`src/rtl/alu_ex_stage_if.sv`:
```
// ALU opcode encodings and the execute-stage handshake interface.
// master drives the ops and consumes results; slave is the ALU stage.
package alu_ex_pkg;
   localparam logic [3:0] ALU_ADD    = 4'd0;
   localparam logic [3:0] ALU_SUB    = 4'd1;
   localparam logic [3:0] ALU_AND    = 4'd2;
   localparam logic [3:0] ALU_OR     = 4'd3;
   localparam logic [3:0] ALU_XOR    = 4'd4;
   localparam logic [3:0] ALU_SLT    = 4'd5;
   localparam logic [3:0] ALU_SLTU   = 4'd6;
   localparam logic [3:0] ALU_SLL    = 4'd7;
   localparam logic [3:0] ALU_SRA    = 4'd8;
   localparam logic [3:0] ALU_SRL    = 4'd9;
   localparam logic [3:0] ALU_COPY_B = 4'd10;
   localparam logic [3:0] ALU_XXX    = 4'd15;
endpackage

interface alu_ex_stage_if #(
   parameter int DWIDTH = 32
);
   logic              flush;
   logic              in_valid;
   logic              in_ready;
   logic [3:0]        alu_op;
   logic [DWIDTH-1:0] op_a;
   logic [DWIDTH-1:0] op_b;
   logic [4:0]        rd_in;
   logic              out_valid;
   logic              out_ready;
   logic [DWIDTH-1:0] result;
   logic [4:0]        rd_out;
   logic              busy;

   modport master (
      output flush, in_valid, alu_op, op_a, op_b, rd_in, out_ready,
      input  in_ready, out_valid, result, rd_out, busy
   );

   modport slave (
      input  flush, in_valid, alu_op, op_a, op_b, rd_in, out_ready,
      output in_ready, out_valid, result, rd_out, busy
   );
endinterface

```
`src/rtl/alu_ex_stage.sv`:
```
// Registered execute-stage ALU with a one-entry output register.
// Define ALU_SERIAL_SHIFT_EN for 1-bit-per-cycle shifts instead of a barrel.
module alu_ex_stage
   import alu_ex_pkg::*;
#(
   parameter int DWIDTH = 32
) (
   input logic          clk,
   input logic          rst,
   alu_ex_stage_if.slave io
);

   function automatic logic [DWIDTH-1:0] alu_calc(
      input logic [3:0]        op,
      input logic [DWIDTH-1:0] a,
      input logic [DWIDTH-1:0] b
   );
      logic [DWIDTH-1:0] r;
      r = '0;
      unique case (op)
         ALU_ADD:    r = a + b;
         ALU_SUB:    r = a - b;
         ALU_AND:    r = a & b;
         ALU_OR:     r = a | b;
         ALU_XOR:    r = a ^ b;
         ALU_SLT:    r = {{(DWIDTH-1){1'b0}}, $signed(a) < $signed(b)};
         ALU_SLTU:   r = {{(DWIDTH-1){1'b0}}, a < b};
         ALU_COPY_B: r = b;
`ifdef ALU_SERIAL_SHIFT_EN
         // only reached with a zero shift amount
         ALU_SLL,
         ALU_SRL,
         ALU_SRA:    r = a;
`else
         ALU_SLL:    r = a << b[4:0];
         ALU_SRL:    r = a >> b[4:0];
         ALU_SRA:    r = $unsigned($signed(a) >>> b[4:0]);
`endif
         default:    r = '0;
      endcase
      return r;
   endfunction

   logic              out_vld_q;
   logic              out_vld_d;
   logic [DWIDTH-1:0] res_q;
   logic [DWIDTH-1:0] res_d;
   logic [4:0]        rd_q;
   logic [4:0]        rd_d;
   logic              accept;
   logic [DWIDTH-1:0] alu_res;

   assign alu_res      = alu_calc(io.alu_op, io.op_a, io.op_b);
   assign accept       = io.in_valid && io.in_ready;
   assign io.out_valid = out_vld_q;
   assign io.result    = res_q;
   assign io.rd_out    = rd_q;

`ifdef ALU_SERIAL_SHIFT_EN
   function automatic logic [DWIDTH-1:0] shift1(
      input logic [3:0]        op,
      input logic [DWIDTH-1:0] v
   );
      logic [DWIDTH-1:0] r;
      unique case (op)
         ALU_SLL: r = {v[DWIDTH-2:0], 1'b0};
         ALU_SRA: r = {v[DWIDTH-1], v[DWIDTH-1:1]};
         default: r = {1'b0, v[DWIDTH-1:1]};
      endcase
      return r;
   endfunction

   typedef enum logic {IDLE, SHIFT} state_t;

   state_t            state_q;
   state_t            state_d;
   logic [4:0]        cnt_q;
   logic [4:0]        cnt_d;
   logic [DWIDTH-1:0] acc_q;
   logic [DWIDTH-1:0] acc_d;
   logic [DWIDTH-1:0] acc_sh;
   logic [4:0]        tag_q;
   logic [4:0]        tag_d;
   logic [3:0]        sop_q;
   logic [3:0]        sop_d;
   logic [4:0]        shamt;
   logic              is_shift;

   assign shamt    = io.op_b[4:0];
   assign is_shift = (io.alu_op == ALU_SLL) ||
                     (io.alu_op == ALU_SRL) ||
                     (io.alu_op == ALU_SRA);
   assign acc_sh   = shift1(sop_q, acc_q);

   assign io.in_ready = (state_q == IDLE) && !io.flush &&
                        (!out_vld_q || io.out_ready);
   assign io.busy     = (state_q == SHIFT);

   // next state, shift datapath and output register load
   always_comb begin
      state_d   = state_q;
      cnt_d     = cnt_q;
      acc_d     = acc_q;
      tag_d     = tag_q;
      sop_d     = sop_q;
      out_vld_d = out_vld_q;
      res_d     = res_q;
      rd_d      = rd_q;
      if (io.flush) begin
         state_d   = IDLE;
         cnt_d     = '0;
         out_vld_d = 1'b0;
      end else begin
         unique case (state_q)
            IDLE: begin
               if (out_vld_q && io.out_ready)
                  out_vld_d = 1'b0;
               if (accept) begin
                  if (is_shift && shamt != 5'd0) begin
                     state_d = SHIFT;
                     acc_d   = io.op_a;
                     cnt_d   = shamt;
                     tag_d   = io.rd_in;
                     sop_d   = io.alu_op;
                  end else begin
                     res_d     = alu_res;
                     rd_d      = io.rd_in;
                     out_vld_d = 1'b1;
                  end
               end
            end
            SHIFT: begin
               acc_d = acc_sh;
               cnt_d = cnt_q - 5'd1;
               if (cnt_q == 5'd1) begin
                  state_d   = IDLE;
                  res_d     = acc_sh;
                  rd_d      = tag_q;
                  out_vld_d = 1'b1;
               end
            end
         endcase
      end
   end

   // shift sequencer registers
   always_ff @(posedge clk or posedge rst) begin
      if (rst) begin
         state_q <= IDLE;
         cnt_q   <= '0;
         acc_q   <= '0;
         tag_q   <= '0;
         sop_q   <= '0;
      end else begin
         state_q <= state_d;
         cnt_q   <= cnt_d;
         acc_q   <= acc_d;
         tag_q   <= tag_d;
         sop_q   <= sop_d;
      end
   end
`else
   assign io.in_ready = !io.flush && (!out_vld_q || io.out_ready);
   assign io.busy     = 1'b0;

   // output register load, drain and kill
   always_comb begin
      out_vld_d = out_vld_q;
      res_d     = res_q;
      rd_d      = rd_q;
      if (io.flush) begin
         out_vld_d = 1'b0;
      end else begin
         if (out_vld_q && io.out_ready)
            out_vld_d = 1'b0;
         if (accept) begin
            res_d     = alu_res;
            rd_d      = io.rd_in;
            out_vld_d = 1'b1;
         end
      end
   end
`endif

   // one-entry output register
   always_ff @(posedge clk or posedge rst) begin
      if (rst) begin
         out_vld_q <= 1'b0;
         res_q     <= '0;
         rd_q      <= '0;
      end else begin
         out_vld_q <= out_vld_d;
         res_q     <= res_d;
         rd_q      <= rd_d;
      end
   end

endmodule

```
`src/flat_wrapper.sv`:
```
// flat-port wrapper written by rule: the top's interface ports become plain ports
module alu_ex_stage_flat import alu_ex_pkg::*;
#(
   parameter int DWIDTH = 32
)
  (clk, rst, io_flush, io_in_valid, io_alu_op, io_op_a, io_op_b, io_rd_in, io_out_ready, io_in_ready, io_out_valid, io_result, io_rd_out, io_busy);
  alu_ex_stage_if #(.DWIDTH(DWIDTH)) io_i ();
  input logic clk;
  input logic rst;
  input wire logic [$bits(io_i.flush)-1:0] io_flush;
  input wire logic [$bits(io_i.in_valid)-1:0] io_in_valid;
  input wire logic [$bits(io_i.alu_op)-1:0] io_alu_op;
  input wire logic [$bits(io_i.op_a)-1:0] io_op_a;
  input wire logic [$bits(io_i.op_b)-1:0] io_op_b;
  input wire logic [$bits(io_i.rd_in)-1:0] io_rd_in;
  input wire logic [$bits(io_i.out_ready)-1:0] io_out_ready;
  output wire logic [$bits(io_i.in_ready)-1:0] io_in_ready;
  output wire logic [$bits(io_i.out_valid)-1:0] io_out_valid;
  output wire logic [$bits(io_i.result)-1:0] io_result;
  output wire logic [$bits(io_i.rd_out)-1:0] io_rd_out;
  output wire logic [$bits(io_i.busy)-1:0] io_busy;
  assign io_i.flush = io_flush;
  assign io_i.in_valid = io_in_valid;
  assign io_i.alu_op = io_alu_op;
  assign io_i.op_a = io_op_a;
  assign io_i.op_b = io_op_b;
  assign io_i.rd_in = io_rd_in;
  assign io_i.out_ready = io_out_ready;
  assign io_in_ready = io_i.in_ready;
  assign io_out_valid = io_i.out_valid;
  assign io_result = io_i.result;
  assign io_rd_out = io_i.rd_out;
  assign io_busy = io_i.busy;
  alu_ex_stage #(.DWIDTH(DWIDTH)) u_core (.clk(clk), .rst(rst), .io(io_i));
endmodule
```
`config.mk`:
```
export PLATFORM = sky130hd
export DESIGN_NAME = alu_ex_stage_flat
export DESIGN_NICKNAME = d
export VERILOG_FILES = /design/src/rtl/alu_ex_stage_if.sv /design/src/rtl/alu_ex_stage.sv /design/src/flat_wrapper.sv
export SDC_FILE = /design/constraint.sdc
export NUM_CORES = 1
export LEC_CHECK = 0
export ABC_AREA = 1
export BUFFER_PORTS_ARGS = -buffer_cell sky130_fd_sc_hd__buf_2
export CAP_MARGIN = 15
export CELL_PAD_IN_SITES_DETAIL_PLACEMENT = 1
export CELL_PAD_IN_SITES_GLOBAL_PLACEMENT = 2
export CORE_ASPECT_RATIO = 0.75
export CORE_MARGIN = 8
export CORE_UTILIZATION = 28
export CTS_BUF_LIST = sky130_fd_sc_hd__clkbuf_4 sky130_fd_sc_hd__clkbuf_8
export CTS_CLUSTER_SIZE = 8
export DETAILED_ROUTE_END_ITERATION = 10
export GPL_TIMING_DRIVEN = 0
export PLACE_DENSITY = 0.91
export SLEW_MARGIN = 20
export SYNTH_ARGS = -nofsm -noshare
export SYNTH_HDL_FRONTEND = slang
export SYNTH_SLANG_ARGS = --single-unit
```
`constraint.sdc`:
```
create_clock -name clk -period 1.3 [get_ports clk]
set_input_delay 0.26 -clock clk [delete_from_list [all_inputs] [get_ports clk]]
set_output_delay 0.26 -clock clk [all_outputs]
set_load 0.05 [all_outputs]
```
==> impl_metrics.json <==
{
  "leakage_uw": 0.00857,
  "cts.htree.levels": 2,
  "pwr_density_cell_nw_per_um2": 633,
  "required_ns": 1.48,
  "worstHoldEndpoint": "u_core.io.out_valid",
  "nNetsFinal": 2661,
  "relSlewSlack_pct": 53.1,
  "dr.pass1.iters": 5,
  "rr_worst_depth": 8,
  "fin_crit_ns": 2.31,
  "vias": 17486,
  "dominantRegCellSynth": "dfrtp_1",
  "max-cap-violations": 0,
  "worstHoldPathType": "primary input to register",
  "slew_viol_final": 0,
  "numCtsBuffers": 5,
  "crit_slowest_cell": "ha_4",
  "switching_share_pct": 59.1,
  "port_buffers": 116,
  "syn-mean-instance-area_um2": 5.08,
  "dpl_worst_slack_ns": -1.94,
  "yosysWarnings": 0,
  "peakVddDrop_mv": 0.563,
  "start_util_pct": 28.4,
  "tns_ns": -28.44,
  "seq_power_share_pct": 14.7,
  "root_buffer": "clkbuf_8",
  "grt_max_degree": 32,
  "cpPeakStageDelay_ns": 0.29,
  "synth_seq_cells": 38,
  "utilization_pct": 39.2,
  "critPathArrivalTime_ns": 2.49,
  "detail_route.iter0.violations": 2166,
  "synth_top_area_cell": "nand2_1",
  "core_um2": 40900,
  "cp-start-kind": "primary input",
  "drt-total-wl_um": 80500,
  "synthCells": 2290,
  "max_clock_freq_ghz": 0.434,
  "status": "finished, violations left",
  "grt_pass1_vias": 16978,
  "synth_area_um2": 11600,
  "cp_common_cell": "nand2_1",
  "clk_pin_slew_worst_paths_ns": 0.07,
  "combPwrFrac_pct": 76.1,
  "hold_path_depth": 2,
  "synth_cell_types": 45,
  "clk_latency_ns": 0.29,
  "die_w_um": 251,
  "post-route-period-util_pct": 177,
  "overflow": 0,
  "hold_slack_ns": 0.163,
  "cp_max_fo": 6,
  "synth_top_area_share_pct": 27.1,
  "r2r-end": "u_core.io.result[31]",
  "hp-start": "io_flush",
  "drc_errors": 0,
  "cp_cell_sequence": "buf_8, buf_12, inv_8, buf_12, buf_12, ha_4, buf_8, nor2_4, nand3_2, nand3_4, nand2_4, nand2_4, nand2_2, nand2_1, nand2_1, nand3_2, nand4_1, nand2_1, nand2_1",
  "p_clk_share_pct": 9.2,
  "synthTopCellsByArea": "nand2_1, nand3_1, ha_1, inv_1, dfrtp_1",
  "cts_tree": "yes",
  "r2r_slack_ns": -0.22,
  "hpwl_um": 65500,
  "synthArstFlopShare_pct": 100,
  "area_growth_pct": 37.8,
  "rr_startpoint": "u_core.io.out_valid",
  "synth_seq_area_share_pct": 8.17,
  "antenna_found_initial": 1,
  "yosys.cell_count.top_type": "nand2_1",
  "violations": "negative setup slack",
  "cts.path.max_buffers": 2,
  "ios": 118,
  "setup_viol_count_final": 33,
  "grt_pass1_wl_um": 113000,
  "routedWlPerCell_um": 26.4,
  "yosys-top-cells-count": "nand2_1, nand3_1, inv_1, nor2_1, ha_1",
  "die_area_um2": 48400,
  "track_usage_pct": 31.4,
  "synth_edf_count": 0,
  "endpoint_kind": "register",
  "place.gp.congestion": 1.05,
  "finalWorstSetupSlack_ns": -1.01,
  "p_int_uw": 4150,
  "ant_nets": 0,
  "critPathKind": "primary input to register",
  "die_height_um": 193,
  "worst_pin_slew_ns": 0.704,
  "vias_per_cell": 5.74,
  "rsz0062_at_grt": "yes",
  "clock-sinks": 38,
  "finalHoldViolations": 0,
  "rows": 64,
  "drive_gt1_share_pct": 27.2,
  "skew_ns": 0.00389,
  "net-switching-power_uw": 6000,
  "synth_nets": 2468
}
## power by group through the flow
stage	clock [uW]	combinational, uW	sequential, uW
after detailed placement	0	6130	1510
after CTS	966	7010	1490
after global routing	1020	8130	1510
final	936	7720	1490
after global placement	0	6020	1490
after floorplan	0	3180	2190
## state kept, by name, summed over array words and instances, names as in the netlist
name and count:
u_core.io.out_valid 1, u_core.io.result 32, u_core.io.rd_out 5
## critical path: cells and delay by family
kind	cells	cell delay, ns
simple gates	12	1.29
fa+ha+maj	1	0.29
buf+inv	6	0.62
## worst max path at each step
stage	start	end	slack, ns	depth (start not counted)
global route	io_op_a[5]	u_core.io.result[6]	-1.08	15
finish	io_op_b[2]	u_core.io.result[18]	-1.01	19
global placement	io_op_b[2]	u_core.io.result[11]	-1.88	18
detailed placement	io_op_b[2]	u_core.io.result[11]	-1.94	18
CTS	io_op_b[2]	u_core.io.result[12]	-0.93	18
floorplan	io_op_b[2]	u_core.io.result[17]	-0.72	20
## per-stage QoR
stage	cell area [um^2]	power, uW	instances
6_report	16000	10100	3046
5_1_grt	16000	10700	3046
3_3_place_gp	13200	7510	2967
4_1_cts	15200	9460	3025
2_1_floorplan	11900	5380	2290
3_5_place_dp	13200	7630	2968
## cell usage in the layout, fill, tap and decap left out, types with 24 or more instances in the layout
master,n
nor2_2,30
nor2_4,41
nor2_1,113
dfrtp_1,37
nand2_1,711
nand3_2,43
inv_2,28
buf_4,86
o21ai_0,29
nand3_4,24
nand3_1,352
a21oi_1,57
ha_1,85
nand4_1,30
inv_1,260
buf_2,123
nand2_2,98
nand2_4,35
o211ai_1,24
## logic make-up (layout without fill, tap and decap cells)
family	after synthesis	count (layout)	share of synthesized area, %
flops	38	38	8.17
mux	2	2	0.172
xor+xnor	1	1	0.0753
other cells	1	2	0.0322
simple gates	1531	1531	55.9
buf+inv	399	593	14.0
compound gates	218	218	10.8
fa+ha+maj	100	100	10.9
## what timing repair did
item                                   4_1_cts  5_1_grt
resized for setup                          426      176
gates cloned                                 1        0
hold buffers                                 1        0
pin swaps                                   78       77
setup endpoints to repair                   38       38
endpoints found under the hold margin        7        0
setup buffers                               51       23
## routing by layer
metal	GRT usage [%]	part of all wire, %
met1	45.8	46
met2	44.7	39
met3	8.25	12
met4	8.69	3.0
met5	0	0
## final cells by class
| type | instances | area, um^2 |
|---|---|---|
| well taps | 561 | 702 |
| fillers | 5521 | 24900 |
| flip-flops and latches | 38 | 952 |
| diodes | 1 | 2.50 |
| multi-input cells | 1853 | 10900 |
| clock buffers | 8 | 110 |
| inverters | 298 | 1190 |
| plain buffers | 96 | 827 |
| repair buffers | 191 | 1340 |
Note: power is estimated with default switching activity, not from simulation.
